File: src/rtl/spm_ctrl_if.sv
`default_nettype none
// ============================================================================
//  Module      : spm_ctrl_if
//  Description : Bundle of host-side and datapath-side signals of the SPM
//                sequencing controller.
//                Host side     : start, x_in, y_in -> product, busy, done
//                Datapath side : x_out, y_out, ld, spm_clr <- p_in
//                Modport slave  : the controller.
//                Modport master : the surroundings (host plus SPM datapath).
//  Revision    : 1.0  initial release
// ============================================================================
interface spm_ctrl_if #(
    parameter int WIDTH = 64
) ();
    logic                 start;
    logic [WIDTH-1:0]     x_in;
    logic [WIDTH-1:0]     y_in;
    logic [WIDTH-1:0]     x_out;
    logic [WIDTH-1:0]     y_out;
    logic                 ld;
    logic                 spm_clr;
    logic                 p_in;
    logic [2*WIDTH-1:0]   product;
    logic                 busy;
    logic                 done;

    modport master (
        output start, x_in, y_in, p_in,
        input  x_out, y_out, ld, spm_clr, product, busy, done
    );

    modport slave (
        input  start, x_in, y_in, p_in,
        output x_out, y_out, ld, spm_clr, product, busy, done
    );
endinterface
`default_nettype wire

File: src/rtl/spm_ctrl.sv
`default_nettype none
// ============================================================================
//  Module      : spm_ctrl
//  Description : Sequencing controller for the serial-parallel multiplier.
//                Accepts a start with two WIDTH-bit operands, loads the
//                operand shift register, clears the SPM core, then collects
//                the 2*WIDTH-bit serial product (LSB first) and pulses done.
//  Ports       : clk  - system clock, rising edge
//                rst  - synchronous active-high reset
//                bus  - spm_ctrl_if.slave (start/x_in/y_in/p_in in;
//                       x_out/y_out/ld/spm_clr/product/busy/done out)
//  Parameters  : WIDTH - operand width
//                LAT   - cycles from serial operand bit to product bit
//  Revision    : 1.0  initial release
// ============================================================================
module spm_ctrl #(
    parameter int WIDTH = 64,
    parameter int LAT   = 1
) (
    input  logic       clk,
    input  logic       rst,
    spm_ctrl_if.slave  bus
);

    localparam int c_PW    = 2 * WIDTH;
    localparam int c_CNT_W = $clog2(c_PW + LAT + 1);

    // Capture window bounds on the RUN counter (first RUN cycle has cnt=0).
    localparam logic [c_CNT_W-1:0] c_CAP_FIRST = c_CNT_W'(LAT + 1);
    localparam logic [c_CNT_W-1:0] c_CAP_LAST  = c_CNT_W'(LAT + c_PW);
    localparam logic [c_CNT_W-1:0] c_CNT_ONE   = c_CNT_W'(1);

    typedef enum logic [1:0] {
        S_IDLE = 2'd0,
        S_LOAD = 2'd1,
        S_RUN  = 2'd2,
        S_DONE = 2'd3
    } state_t;

    state_t              r_state;
    state_t              w_state_nxt;
    logic                w_accept;
    logic                w_capture;
    logic [c_CNT_W-1:0]  r_cnt;
    logic [WIDTH-1:0]    r_x;
    logic [WIDTH-1:0]    r_y;
    logic [c_PW-1:0]     r_product;
    logic                r_ld;
    logic                r_clr;
    logic                r_busy;
    logic                r_done;

    // ------------------------------------------------------------------
    // Next-state logic
    // ------------------------------------------------------------------
    always_comb begin
        w_state_nxt = r_state;
        w_accept    = 1'b0;
        w_capture   = 1'b0;
        case (r_state)
            S_IDLE: begin
                if (bus.start) begin
                    w_state_nxt = S_LOAD;
                    w_accept    = 1'b1;
                end
            end
            S_LOAD: begin
                w_state_nxt = S_RUN;
            end
            S_RUN: begin
                w_capture = (r_cnt >= c_CAP_FIRST) && (r_cnt <= c_CAP_LAST);
                if (r_cnt == c_CAP_LAST) begin
                    w_state_nxt = S_DONE;
                end
            end
            S_DONE: begin
                w_state_nxt = S_IDLE;
            end
            default: begin
                w_state_nxt = S_IDLE;
            end
        endcase
    end

    // ------------------------------------------------------------------
    // State and output registers. Strobes are decoded from the next state
    // so that every output comes straight from a flop.
    // ------------------------------------------------------------------
    always_ff @(posedge clk) begin
        if (rst) begin
            r_state   <= S_IDLE;
            r_cnt     <= '0;
            r_x       <= '0;
            r_y       <= '0;
            r_product <= '0;
            r_ld      <= 1'b0;
            r_clr     <= 1'b0;
            r_busy    <= 1'b0;
            r_done    <= 1'b0;
        end else begin
            r_state <= w_state_nxt;
            r_ld    <= (w_state_nxt == S_LOAD);
            r_clr   <= (w_state_nxt == S_LOAD);
            r_busy  <= (w_state_nxt == S_LOAD) || (w_state_nxt == S_RUN);
            r_done  <= (w_state_nxt == S_DONE);

            if (w_accept) begin
                r_x       <= bus.x_in;
                r_y       <= bus.y_in;
                r_product <= '0;
            end else if (w_capture) begin
                // Shift in from the top: the first captured bit ends at bit 0.
                r_product <= {bus.p_in, r_product[c_PW-1:1]};
            end

            // Counter is held on the final RUN cycle so it never wraps.
            if (r_state == S_LOAD) begin
                r_cnt <= '0;
            end else if ((r_state == S_RUN) && (r_cnt != c_CAP_LAST)) begin
                r_cnt <= r_cnt + c_CNT_ONE;
            end
        end
    end

    assign bus.x_out   = r_x;
    assign bus.y_out   = r_y;
    assign bus.product = r_product;
    assign bus.ld      = r_ld;
    assign bus.spm_clr = r_clr;
    assign bus.busy    = r_busy;
    assign bus.done    = r_done;

endmodule
`default_nettype wire
File: src/flat_wrapper.sv
// flat-port wrapper written by rule: the top's interface ports become plain ports
module spm_ctrl_flat 
#(
    parameter int WIDTH = 64,
    parameter int LAT   = 1
)
  (clk, rst, bus_start, bus_x_in, bus_y_in, bus_p_in, bus_x_out, bus_y_out, bus_ld, bus_spm_clr, bus_product, bus_busy, bus_done);
  spm_ctrl_if #(.WIDTH(WIDTH)) bus_i ();
  input  logic clk;
  input  logic rst;
  input wire logic [$bits(bus_i.start)-1:0] bus_start;
  input wire logic [$bits(bus_i.x_in)-1:0] bus_x_in;
  input wire logic [$bits(bus_i.y_in)-1:0] bus_y_in;
  input wire logic [$bits(bus_i.p_in)-1:0] bus_p_in;
  output wire logic [$bits(bus_i.x_out)-1:0] bus_x_out;
  output wire logic [$bits(bus_i.y_out)-1:0] bus_y_out;
  output wire logic [$bits(bus_i.ld)-1:0] bus_ld;
  output wire logic [$bits(bus_i.spm_clr)-1:0] bus_spm_clr;
  output wire logic [$bits(bus_i.product)-1:0] bus_product;
  output wire logic [$bits(bus_i.busy)-1:0] bus_busy;
  output wire logic [$bits(bus_i.done)-1:0] bus_done;
  assign bus_i.start = bus_start;
  assign bus_i.x_in = bus_x_in;
  assign bus_i.y_in = bus_y_in;
  assign bus_i.p_in = bus_p_in;
  assign bus_x_out = bus_i.x_out;
  assign bus_y_out = bus_i.y_out;
  assign bus_ld = bus_i.ld;
  assign bus_spm_clr = bus_i.spm_clr;
  assign bus_product = bus_i.product;
  assign bus_busy = bus_i.busy;
  assign bus_done = bus_i.done;
  spm_ctrl #(.WIDTH(WIDTH), .LAT(LAT)) u_core (.clk(clk), .rst(rst), .bus(bus_i));
endmodule
File: config.mk
export PLATFORM = sky130hd
export DESIGN_NAME = spm_ctrl_flat
export DESIGN_NICKNAME = d
export VERILOG_FILES = /design/src/rtl/spm_ctrl_if.sv /design/src/rtl/spm_ctrl.sv /design/src/flat_wrapper.sv
export SDC_FILE = /design/constraint.sdc
export NUM_CORES = 1
export LEC_CHECK = 0
export CORE_MARGIN = 4
export CORE_UTILIZATION = 45
export DETAILED_ROUTE_END_ITERATION = 8
export GPL_TIMING_DRIVEN = 0
export PLACE_DENSITY = 0.92
export SYNTH_ARGS = -nofsm -noshare
export SYNTH_HDL_FRONTEND = slang
export SYNTH_SLANG_ARGS = --single-unit
File: constraint.sdc
create_clock -name clk -period 2.9 [get_ports clk]
set_input_delay 0.87 -clock clk [delete_from_list [all_inputs] [get_ports clk]]
set_output_delay 0.87 -clock clk [all_outputs]
set_load 0.02 [all_outputs]
After elaboration in Yosys (flattened, before gate mapping)
Cells that the tools add are included.
- $add $sub $neg: 1
- order comparisons: 2
- equal/unequal tests: 8
- mux-type cells: 6
- reductions and logical operators: 6
- operator list (operator ; number):
    adder 8 x 1 -> 8 bit (second input constant) ; 1
    == test 2 bit (second input constant) ; 4
    == test 8 bit (second input constant) ; 1
    >= comparator 8 x 2 -> 1 bit (second input constant) ; 1
    <= comparator 8 bit (second input constant) ; 1
    != test 8 bit (second input constant) ; 1
    one-hot mux 2 bit (4 select lines) ; 1
    == test 2 x 1 -> 1 bit (second input constant) ; 2
    2-to-1 mux 2 bit ; 2
    OR reduction 2 bit ; 2
    2-to-1 mux 1 bit ; 3
    logical AND 1 bit ; 2
    zero test 2 bit ; 1
    logical OR 1 bit ; 1
- register bits after elaboration: 269
- input bits: 132

Depth between registers and ports, before layout
- word-level depth: 5
- depth in mapped cells: 8
- gate-level depth less buffers: 8

Least setup slack after synthesis
OpenSTA, ideal clock, no wires.
- path kind: input to register
- start point: input port rst
- end point: register u_core.r_product[60], in the netlist u_core.bus.product[60]
- setup time: 72 ps
- data arrival time: 1962 ps
- required time: 2828 ps
- path slack: 866 ps
- cell stages on the path: 6
- path buffers: 3
- cells stage by stage: clkbuf_1 nor2_1 clkbuf_1 clkbuf_1 nand2_1 mux2i_1
- cells in the longest elaborated chain, start to end: 1
- ends and longest elaborated chain (item ; line ; RTL):
    start, declared ; flat_wrapper.sv:10 ; input logic rst;
    OR reduction 2 bit (no source line) ; - ;
    end signal, assigned ; spm_ctrl.sv:113 ; r_product <= {bus.p_in, r_product[c_PW-1:1]};
    end, declared ; spm_ctrl.sv:47 ; logic [c_PW-1:0] r_product;
No other way between the ends.
A chain may end at the register's enable or synchronous reset.

Worst setup path after layout
- start point: input port bus_start
- end point: register u_core.r_product[18], in the netlist u_core.bus.product[18]
- cells in the longest elaborated chain, start to end: 3
- ends and longest elaborated chain (item ; line ; RTL):
    start, declared ; flat_wrapper.sv:11 ; input wire logic [$bits(bus_i.start)-1:0] bus_start;
    2-to-1 mux 1 bit ; spm_ctrl.sv:62 ; if (bus.start) begin
    2-to-1 mux 1 bit ; spm_ctrl.sv:60 ; case (r_state)
    OR reduction 2 bit (no source line) ; - ;
No other way between the ends.

==> Flow_metrics.wiki <==
{| class="wikitable"
! Metric !! Value
|-
| Stages on the worst setup path || 7
|-
| Max stage delay on crit path || between 0.4 and 0.5 ns
|-
| Number of global-route vias before repair || between 9,000 and 10,000
|-
| Largest family of logic cells by synthesized area || simple AND/OR/NAND/NOR gates
|-
| Number of synthesis warnings || 0
|-
| Arrival time reported for the critical path endpoint || 3.03 ns
|-
| Post-route clock skew || 0.00742 ns
|-
| Top Ports || 392
|-
| Initial antenna violation count || 2
|-
| Critical register-to-register path startpoint || u_core.r_state[0]$_SDFF_PP0_
|-
| CP Launch Type || input pin
|-
| DRC violations left || 0
|-
| Maxcap violations || 0
|-
| Top cell family by delay on the critical path || buffers and inverters
|-
| DRC marker count from the first detailed-route iteration || roughly 320
|-
| Vias per cell || slightly above 5
|-
| Dominant cell type by count on the critical path || clkbuf_1
|-
| WS Path Type || in2reg
|-
| Maximum fanout along the worst path || 10
|-
| Flip-flop and latch count after synthesis || 269
|-
| Global-route wire length before repair || between 40,000 and 50,000 um
|-
| Cell variety after synth || 32
|-
| Area added between synthesis and finish || 52.9%
|-
| HPWL Detailed || around 24,000 um
|-
| Sequential fraction of the synthesis area || 0.556
|-
| Number of gates given a new drive strength after cts || 0
|-
| Slowest cell on the critical path || clkbuf_1
|-
| Startpoint of the lowest-slack hold path || u_core.bus.y_out[27]$_SDFFE_PP0P_
|-
| Worst-Margin Slew || between 0.5 and 0.6 ns
|-
| Critical Path RT || 3.33 ns
|-
| Top achievable clock speed || 385 MHz
|-
| Pin count of the biggest net entering global routing || 15
|-
| TritonCTS Sinks || 269
|-
| Floorplan die width || ~150 um
|-
| Kind of end point of the critical path || flip-flop
|-
| Number of hold violations in the final report || 0
|-
| Diodes inserted || 0
|-
| Cell area reported after detailed placement || 0.0139 mm2
|-
| # rows || 53
|-
| Clock network latency to the later pin of the worst-skew pair || 0.52 ns
|-
| Critical path buffers and inverters || 3
|-
| Wire length after detailed routing || 32,000 um
|-
| Core footprint || 0.0211 mm2
|-
| Fraction of synthesized cell area in xor and xnor cells || 0.00633
|-
| Netlist Area Pre-Place || 0.00969 mm2
|-
| Pwr per Cell Area || 706 mW/mm2
|-
| Die Area || about 0.024 mm2
|-
| Largest voltage drop on the vdd net || 0.000598 V
|-
| Initial core utilization || 0.460
|-
| Number of levels the H-tree was split into || 1
|-
| Setup Viol. Count Final || 0
|-
| Final worst-path cycle share || 0.897
|-
| Relative max-transition margin || 0.602
|-
| Avg WL per Cell || 18.2 um
|-
| Crit-path cells || clkdlybuf4s50_1 > and2_1 > nor2_1 > clkbuf_1 > clkbuf_1 > nand2_1 > mux2i_1
|-
| Synthesized-area fraction occupied by adder cells || 0.0129
|-
| Static leakage power || 6.23 nW
|-
| Global routing usage summed across all routing layers || 0.254
|-
| Setup slack after layout || 0.300 ns
|-
| Simple-gate share of the synthesized area || 0.169
|-
| Worst setup path startpoint || bus_start
|-
| Fraction of final layout cells with drive strength greater than 1 || 0.0398
|-
| Cell count after synthesis || 1,044
|-
| Hold buffer count at CTS || 0
|-
| Clock tree from TritonCTS || built
|-
| Average cell area after synthesis || 9.28 um2
|-
| Clock slew at reported path FFs || around 0.060 ns
|-
| Shortest period the worst path allows || 2.60 ns
|-
| Gpl congestion || 0.863
|-
| Number of buffers inserted to repair setup after CTS || 0
|-
| Worst slack at placement || -0.205 ns
|-
| Number of nets in the synthesized netlist || 1,186
|-
| Total non-filler cell area in the finished layout || 0.0148 mm2
|-
| Worst-case clock buffer depth || 3
|-
| Outcome || finished, final reports clean
|-
| Height of the die || roughly 150 um
|-
| CTS Root Cell || clkbuf_16
|-
| Mux cell area share after synthesis || 0.133
|-
| Commonest cells after routing, fill and taps aside || 390 x clkdlybuf4s50_1, 386 x nand2_1, 269 x dfxtp_1
|-
| Setup repair after global routing missed its margin || false
|-
| Total grt overflow || 0
|-
| Number of vias after detailed routing || a little under 9,000
|-
| Pre-antenna DRT Iters || 5
|-
| Residual antenna-violating net count after detailed routing || 0
|-
| Port bufs || between 300 and 400
|-
| Synth Area in Compound Gates || 0.0711
|-
| Most common cell after layout, fill and taps aside || clkdlybuf4s50_1
|-
| Post-layout nets || 1,605
|-
| Number of max-slew violations in the final report || 0
|-
| TritonCTS Buffers || 27
|-
| R2R depth || 8
|-
| Hold Path Stages || 2
|-
| Hold crit path type || reg2reg
|}
[per-layer routing]
metal,vias to the layer above,GRT usage,share of wire
met5,-,0,0.00062
met3,97,0.0867,0.098
met2,410,0.470,0.51
met1,4163,0.261,0.35
met4,4,0.101,0.046
li1,4234,-,-
[path summary, 6_finish.rpt]
| kind | to | slack [ns] |
|---|---|---|
| max | u_core.bus.product[18]$_SDFFE_PP0P_ | 0.30 |
| min | u_core.bus.y_out[27]$_SDFFE_PP0P_ | 0.45 |
| max reg2reg | u_core.bus.product[18]$_SDFFE_PP0P_ | 0.48 |
| min reg2reg | u_core.bus.y_out[27]$_SDFFE_PP0P_ | 0.45 |
[synth_stat cells (all sizes together)]
master     n  area (um2)
nor2b      3        18.8
nor4       2        27.5
nand2    386        1450
and2       1        6.26
nor3       2        10.0
nand4      2        12.5
a31oi      1        21.3
and3       1        6.26
nand3      3        15.0
inv        6        22.5
mux2i    129        1290
o211ai     2        15.0
nor2      12        45.0
or2        1        6.26
o21ai      1        5.00
xnor2      1        8.76
a211oi     1        7.51
dfxtp    269        5390
clkbuf    55         206
nand4bb    1        11.3
or3        1        11.3
ha        10         125
xor2       6        52.6
a21oi    128         641
and4       1        8.76
nand2b     1        13.8
buf       18         268
[tightest hold or removal path, cell delays in order (launching register included)]
cell     delay (ns)
dfxtp_1        0.30
nand2_1        0.05
a21oi_1        0.05
[cells by family after synthesis]
kind of cell | Yosys count
compound gates | 133
xor+xnor | 7
fa+ha+maj | 10
buf+inv | 79
flops | 269
mux | 129
simple gates | 417
[registers in the layout, summed over array words and instances, names as in the netlist]
name                flops
u_core.bus.busy         1
u_core.bus.done         1
u_core.bus.product    128
u_core.bus.spm_clr      1
u_core.bus.x_out       64
u_core.bus.y_out       64
u_core.r_cnt            8
u_core.r_state          2
[power breakdown]
group          leakage [nW]  internal (mW)  switching (mW)
Combinational          3.62           1.09            1.68
Clock                 0.427           2.04            1.40
Sequential             2.19           4.05           0.195
[cell type report]
cell class	instances	area (um2)
well taps	275	344
clock buffers	42	792
clock inverters	6	82.6
multi-input cells	696	3810
repair buffers	390	3900
inverters	6	22.5
fillers	1418	6270
plain buffers	73	474
flip-flops and latches	269	5390
[stage by stage]
| stage | total power, mW | hold slack [ns] | cells | TNS [ns] | util |
|---|---|---|---|---|---|
| global placement | 6.96 | 0.441 | 1709 | -6.15 | 0.661 |
| CTS | 10.5 | 0.454 | 1757 | 0 | 0.702 |
| global route | 10.9 | 0.472 | 1757 | 0 | 0.702 |
| detailed placement | 7.04 | 0.447 | 1709 | -10.69 | 0.661 |
| finish | 10.5 | 0.452 | 1757 | 0 | 0.702 |
| floorplan | 5.75 | 0.495 | 1044 | 0 | - |
No activity file was read; power rests on OpenSTA's default activity.
